--- config.mk ---
export PLATFORM = sky130hd
export DESIGN_NAME = demux_capture
export DESIGN_NICKNAME = d
export VERILOG_FILES = /design/src/rtl/demux_capture.sv
export SDC_FILE = /design/constraint.sdc
export NUM_CORES = 1
export LEC_CHECK = 0
export ABC_CLOCK_PERIOD_IN_PS = 1600
export BUFFER_PORTS_ARGS = -buffer_cell sky130_fd_sc_hd__buf_2
export CAP_MARGIN = 20
export CORE_AREA = 2 2 126 98
export DETAILED_ROUTE_END_ITERATION = 6
export DIE_AREA = 0 0 128 100
export GPL_ROUTABILITY_DRIVEN = 1
export GPL_TIMING_DRIVEN = 0
export HOLD_SLACK_MARGIN = 0.06
export PLACE_DENSITY = 0.69
export REMOVE_ABC_BUFFERS = 1
export SYNTH_ARGS = -nofsm -noshare
export SYNTH_HDL_FRONTEND = slang
export SYNTH_SLANG_ARGS = --single-unit
--- constraint.sdc ---
create_clock -name clk -period 1.6 [get_ports clk]
set_clock_uncertainty 0.05 [all_clocks]
set_input_delay 0.08 -clock clk [delete_from_list [all_inputs] [get_ports clk]]
set_output_delay 0.08 -clock clk [all_outputs]
set_load 0.01 [all_outputs]
--- src/rtl/demux_capture.sv ---
// demux_capture: per-channel rising-edge counters on the demux output bus, with one-hot check and a one-cycle read port.
module demux_capture #(
    parameter int CW = 8
) (
    input  logic          clk,
    input  logic          rst_n,
    input  logic [0:7]    f,
    input  logic          clr,
    input  logic          rd_req,
    input  logic [0:2]    rd_sel,
    input  logic          rd_clr,
    output logic          rd_ack,
    output logic [CW-1:0] rd_data,
    output logic          rd_ovf,
    output logic [0:2]    last_ch,
    output logic          last_vld,
    output logic          multi_err
);
    localparam logic [CW-1:0] MAX = '1;

    logic [0:7]    f_q, rise, wipe;
    logic [CW-1:0] cnt_q [8];
    logic [CW-1:0] cnt_d [8];
    logic [0:7]    ovf_q, ovf_d;
    logic [0:2]    last_ch_q, last_ch_d;
    logic          last_vld_q, last_vld_d, multi_err_q, multi_err_d;
    logic          rd_ack_q, rd_ovf_q, rd_ovf_d;
    logic [CW-1:0] rd_data_q, rd_data_d;

    always_comb begin
        rise        = f & ~f_q;
        wipe        = '0;
        cnt_d       = cnt_q;
        ovf_d       = ovf_q;
        last_ch_d   = last_ch_q;
        last_vld_d  = last_vld_q | (|rise);
        multi_err_d = multi_err_q | ($countones(f) > 1);
        // descending scan leaves the lowest-index rising channel
        for (int k = 7; k >= 0; k--)
            if (rise[k]) last_ch_d = 3'(k);
        for (int k = 0; k < 8; k++) begin
            wipe[k]  = rd_req && rd_clr && (rd_sel == 3'(k));
            cnt_d[k] = wipe[k] ? '0 : cnt_q[k];
            ovf_d[k] = wipe[k] ? 1'b0 : ovf_q[k];
            if (rise[k]) begin
                if (cnt_d[k] == MAX) ovf_d[k] = 1'b1;
                else cnt_d[k] = cnt_d[k] + 1'b1;
            end
        end
        if (clr) begin
            cnt_d       = '{default: '0};
            ovf_d       = '0;
            last_ch_d   = '0;
            last_vld_d  = 1'b0;
            multi_err_d = 1'b0;
        end
        rd_data_d = rd_req ? cnt_q[rd_sel] : rd_data_q;
        rd_ovf_d  = rd_req ? ovf_q[rd_sel] : rd_ovf_q;
    end

    always_ff @(posedge clk or negedge rst_n) begin
        if (!rst_n) begin
            f_q         <= '0;
            cnt_q       <= '{default: '0};
            ovf_q       <= '0;
            last_ch_q   <= '0;
            last_vld_q  <= 1'b0;
            multi_err_q <= 1'b0;
            rd_ack_q    <= 1'b0;
            rd_data_q   <= '0;
            rd_ovf_q    <= 1'b0;
        end else begin
            f_q         <= f;
            cnt_q       <= cnt_d;
            ovf_q       <= ovf_d;
            last_ch_q   <= last_ch_d;
            last_vld_q  <= last_vld_d;
            multi_err_q <= multi_err_d;
            rd_ack_q    <= rd_req;
            rd_data_q   <= rd_data_d;
            rd_ovf_q    <= rd_ovf_d;
        end
    end

    assign rd_ack    = rd_ack_q;
    assign rd_data   = rd_data_q;
    assign rd_ovf    = rd_ovf_q;
    assign last_ch   = last_ch_q;
    assign last_vld  = last_vld_q;
    assign multi_err = multi_err_q;
endmodule

==> reports/metrics.csv <==
metric;value;unit
status;finished with violations;
failing checks;setup timing;
CTS tree;done;
post-DR wirelength/cell;20.8;um
final worst path period share;150;%
RSZ-0062 raised after global routing;yes;
Period minus WS final;2.39;ns
core region area;0.0117;mm2
Crit. End Element;flip-flop;
worst r2r src;cnt_q[8];
fmax;0.418;GHz
Die W;128;um
Hold Crit Class;in -> reg;
Synth Register Bits;95;
number of enable flip-flop cells after synthesis;0;
Leak;3.04;nW
CP max stage cell;fa_1;
ys async rst share;100;%
Worst slew margin;46.2;%
clock tree buffer depth;2;
DRT Wirelength;17.0;mm
post-DP HPWL;11.1;mm
last element of the critical path;multi_err;
# rows;35;
DR iter-0 viols;779;
Sw Ratio;24.9;%
area grow syn2layout;31.6;%
commonest non-fill, non-tap cell in the layout;dfrtp_1;
DR vias;5332;
nets;693;
pwr/cell area;762;mW/mm2
first-pass GRT wire length;26.0;mm
Max Cap Violations;0;
Die Ht;100;um
DRC violations left;0;
Most used DFF post-synth;dfrtp_1;
post-synthesis sequential area ratio;42.0;%
R2R setup slack;-0.14;ns
fillers;874;
crit-path max cell delay;0.52;ns
most frequent cells in the layout;dfrtp_1, buf_4, nor2_1, a21oi_1, nand2_1;
total power;5.67;mW
layout cells sized above 1;34.0;%
global-route usage over all layers;26.2;%
switching pwr;1.41;mW
Starting Density;48.2;%
via/cell ratio;6.54;
Cell Chain, Critical Path;buf_8 > fa_1 > inv_1 > fa_1 > fa_1 > inv_2 > ha_4 > inv_2 > fa_2 > inv_2 > nand3_2 > o21ai_1 > a31oi_1;
Critical Path RT;1.75;ns
worst skew pair latency;0.34;ns
clock share of power;41.7;%
largest net degree at the start of global routing;72;
port bufs;30;
Yosys Warn Count;0;
Synth Cell Area;0.00566;mm2
number of H-tree levels;3;
Reg2Reg Depth;8;
Setup violations, final;26;
Buf+Inv Stages, Crit Path;5;
vias in the first global route;4808;
Final Max Tran Viols;0;
Final Wtd Congestion;0.938;
Critical path origin;f[7];
Hold Vio Cnt, Final;0;
CTS root buffer;clkbuf_16;
Comb pwr share;14.1;%
Ant. Diodes;0;
initial antenna violation count;0;
total gr overflow;0;
CP top delay family;adder cells;
CP Class;in -> reg;
cells after synthesis;573;
R2R Path End;cnt_q[13];
internal power;4.26;mW
TritonCTS buffer count;9;
clock slew at reported path FFs;0.06;ns
Detail Route Antenna Nets;0;
hold slack;0.119;ns
Clock Sinks;95;
crit path DAT;2.54;ns
die area;0.0128;mm2
Crit path depth;13;
Netlist cell types;54;
critical path peak fanout;6;
Max VDD drop;0.000567;V
I/O pin total;31;
worst-margin pin slew;0.805;ns
Worst Setup Start Kind;input pin;
setup TNS;-2.31;ns
Reg power frac;44.2;%
drt first pass iters;5;
final worst slack;-0.794;ns
mean area per synthesized cell;9.87;um2
per-stage QoR:
stage | setup slack (ns) | area [um2] | std cells | utilization [%]
after detailed placement | -1.27 | 5950 | 736 | 50.7
after global routing | -0.879 | 7440 | 815 | 63.4
after global placement | -1.26 | 5920 | 735 | 50.5
after floorplan | -0.967 | 5590 | 557 | -
after CTS | -0.836 | 6690 | 777 | 57.0
final | -0.794 | 7440 | 815 | 63.4
cell usage after synthesis (8+ instances only):
| cell | n | area (um2) |
|---|---|---|
| a211oi_1 | 11 | 82.6 |
| a21oi_1 | 42 | 210 |
| a31oi_1 | 12 | 75.1 |
| and2_1 | 12 | 75.1 |
| and4b_1 | 11 | 110 |
| dfrtp_1 | 95 | 2380 |
| ha_1 | 11 | 138 |
| inv_1 | 23 | 86.3 |
| mux2i_1 | 13 | 130 |
| mux4_2 | 18 | 405 |
| nand2_1 | 41 | 154 |
| nand2b_1 | 10 | 62.6 |
| nand3_1 | 21 | 105 |
| nand4_1 | 13 | 81.3 |
| nor2_1 | 45 | 169 |
| nor2b_1 | 11 | 68.8 |
| nor3_1 | 16 | 80.1 |
| o211ai_1 | 19 | 143 |
| o21ai_0 | 23 | 115 |
| xor2_1 | 8 | 70.1 |
worst register-to-register path, cell delays in order, from the launching register on:
cell and delay (ns):
dfrtp_1 0.39, o21ai_2 0.08, inv_1 0.08, ha_2 0.19
nand4_1 0.12, buf_4 0.16, o2111ai_2 0.11, or3_1 0.36
a21oi_2 0.14
what timing repair did:
action | in CTS | in global routing
endpoints found under the setup margin | 73 | 71
setup buffers | 15 | 38
resized for setup | 67 | 108
hold endpoints to repair | 113 | 0
pin swaps | 8 | 37
hold buffers | 10 | 0
worst min path at each step:
stage / slack, ns / depth (start not counted) / start / endpoint
floorplan: -0.27 / 0 / rst_n / cnt_q[0]
global placement: 0.20 / 1 / f[0] / f_q[0]
detailed placement: -0.03 / 1 / rst_n / cnt_q[63]
CTS: 0.12 / 3 / rd_sel[0] / rd_data[5]
global route: 0.15 / 3 / rd_sel[0] / rd_data[7]
finish: 0.12 / 3 / rd_sel[0] / rd_data[5]
layer usage:
layer / up-vias / share of wire [%] / track usage (%)
met4: 0 / 1.1 / 5.66
li1: 2381 / - / -
met1: 2638 / 43 / 40.3
met5: - / 0 / 0
met3: 26 / 9.8 / 4.74
met2: 287 / 46 / 39.0
cell type report:
| cell class | count | area, um2 | share of cell area, % |
|---|---|---|---|
| tap | 148 | 185 | 2.49 |
| multi-input combinational | 438 | 3680 | 49.4 |
| inverter | 24 | 93.8 | 1.26 |
| clock buffer | 13 | 260 | 3.50 |
| timing repair buffer | 94 | 777 | 10.4 |
| clock inverter | 3 | 65.1 | 0.874 |
| sequential | 95 | 2390 | 32.1 |
power groups by stage:
stage / sequential, mW / combinational, mW / clock (mW)
after CTS: 2.51 / 0.659 / 2.38
final: 2.51 / 0.797 / 2.36
after global placement: 2.55 / 0.533 / 0
after global routing: 2.51 / 0.862 / 2.48
after detailed placement: 2.56 / 0.559 / 0
after floorplan: 2.56 / 0.282 / 0
flip-flops by register name, indices dropped and copies added (netlist names):
| signal | cells |
|---|---|
| f_q | 8 |
| cnt_q | 64 |
| rd_data | 8 |
| rd_ack | 1 |
| rd_ovf | 1 |
| last_vld | 1 |
| multi_err | 1 |
| ovf_q | 8 |
| last_ch | 3 |
kinds of logic after synthesis:
family | Yosys count | share of synthesized area (%)
AOI/OAI and AO/OA | 161 | 19.0
xor gates and xnor gates | 10 | 1.55
adders and majority gates | 15 | 3.85
buffers and inverters | 40 | 2.81
DFF | 95 | 42.0
muxes | 32 | 9.66
and+or+nand+nor | 220 | 21.1
Note: power is estimated with default switching activity, not from simulation.
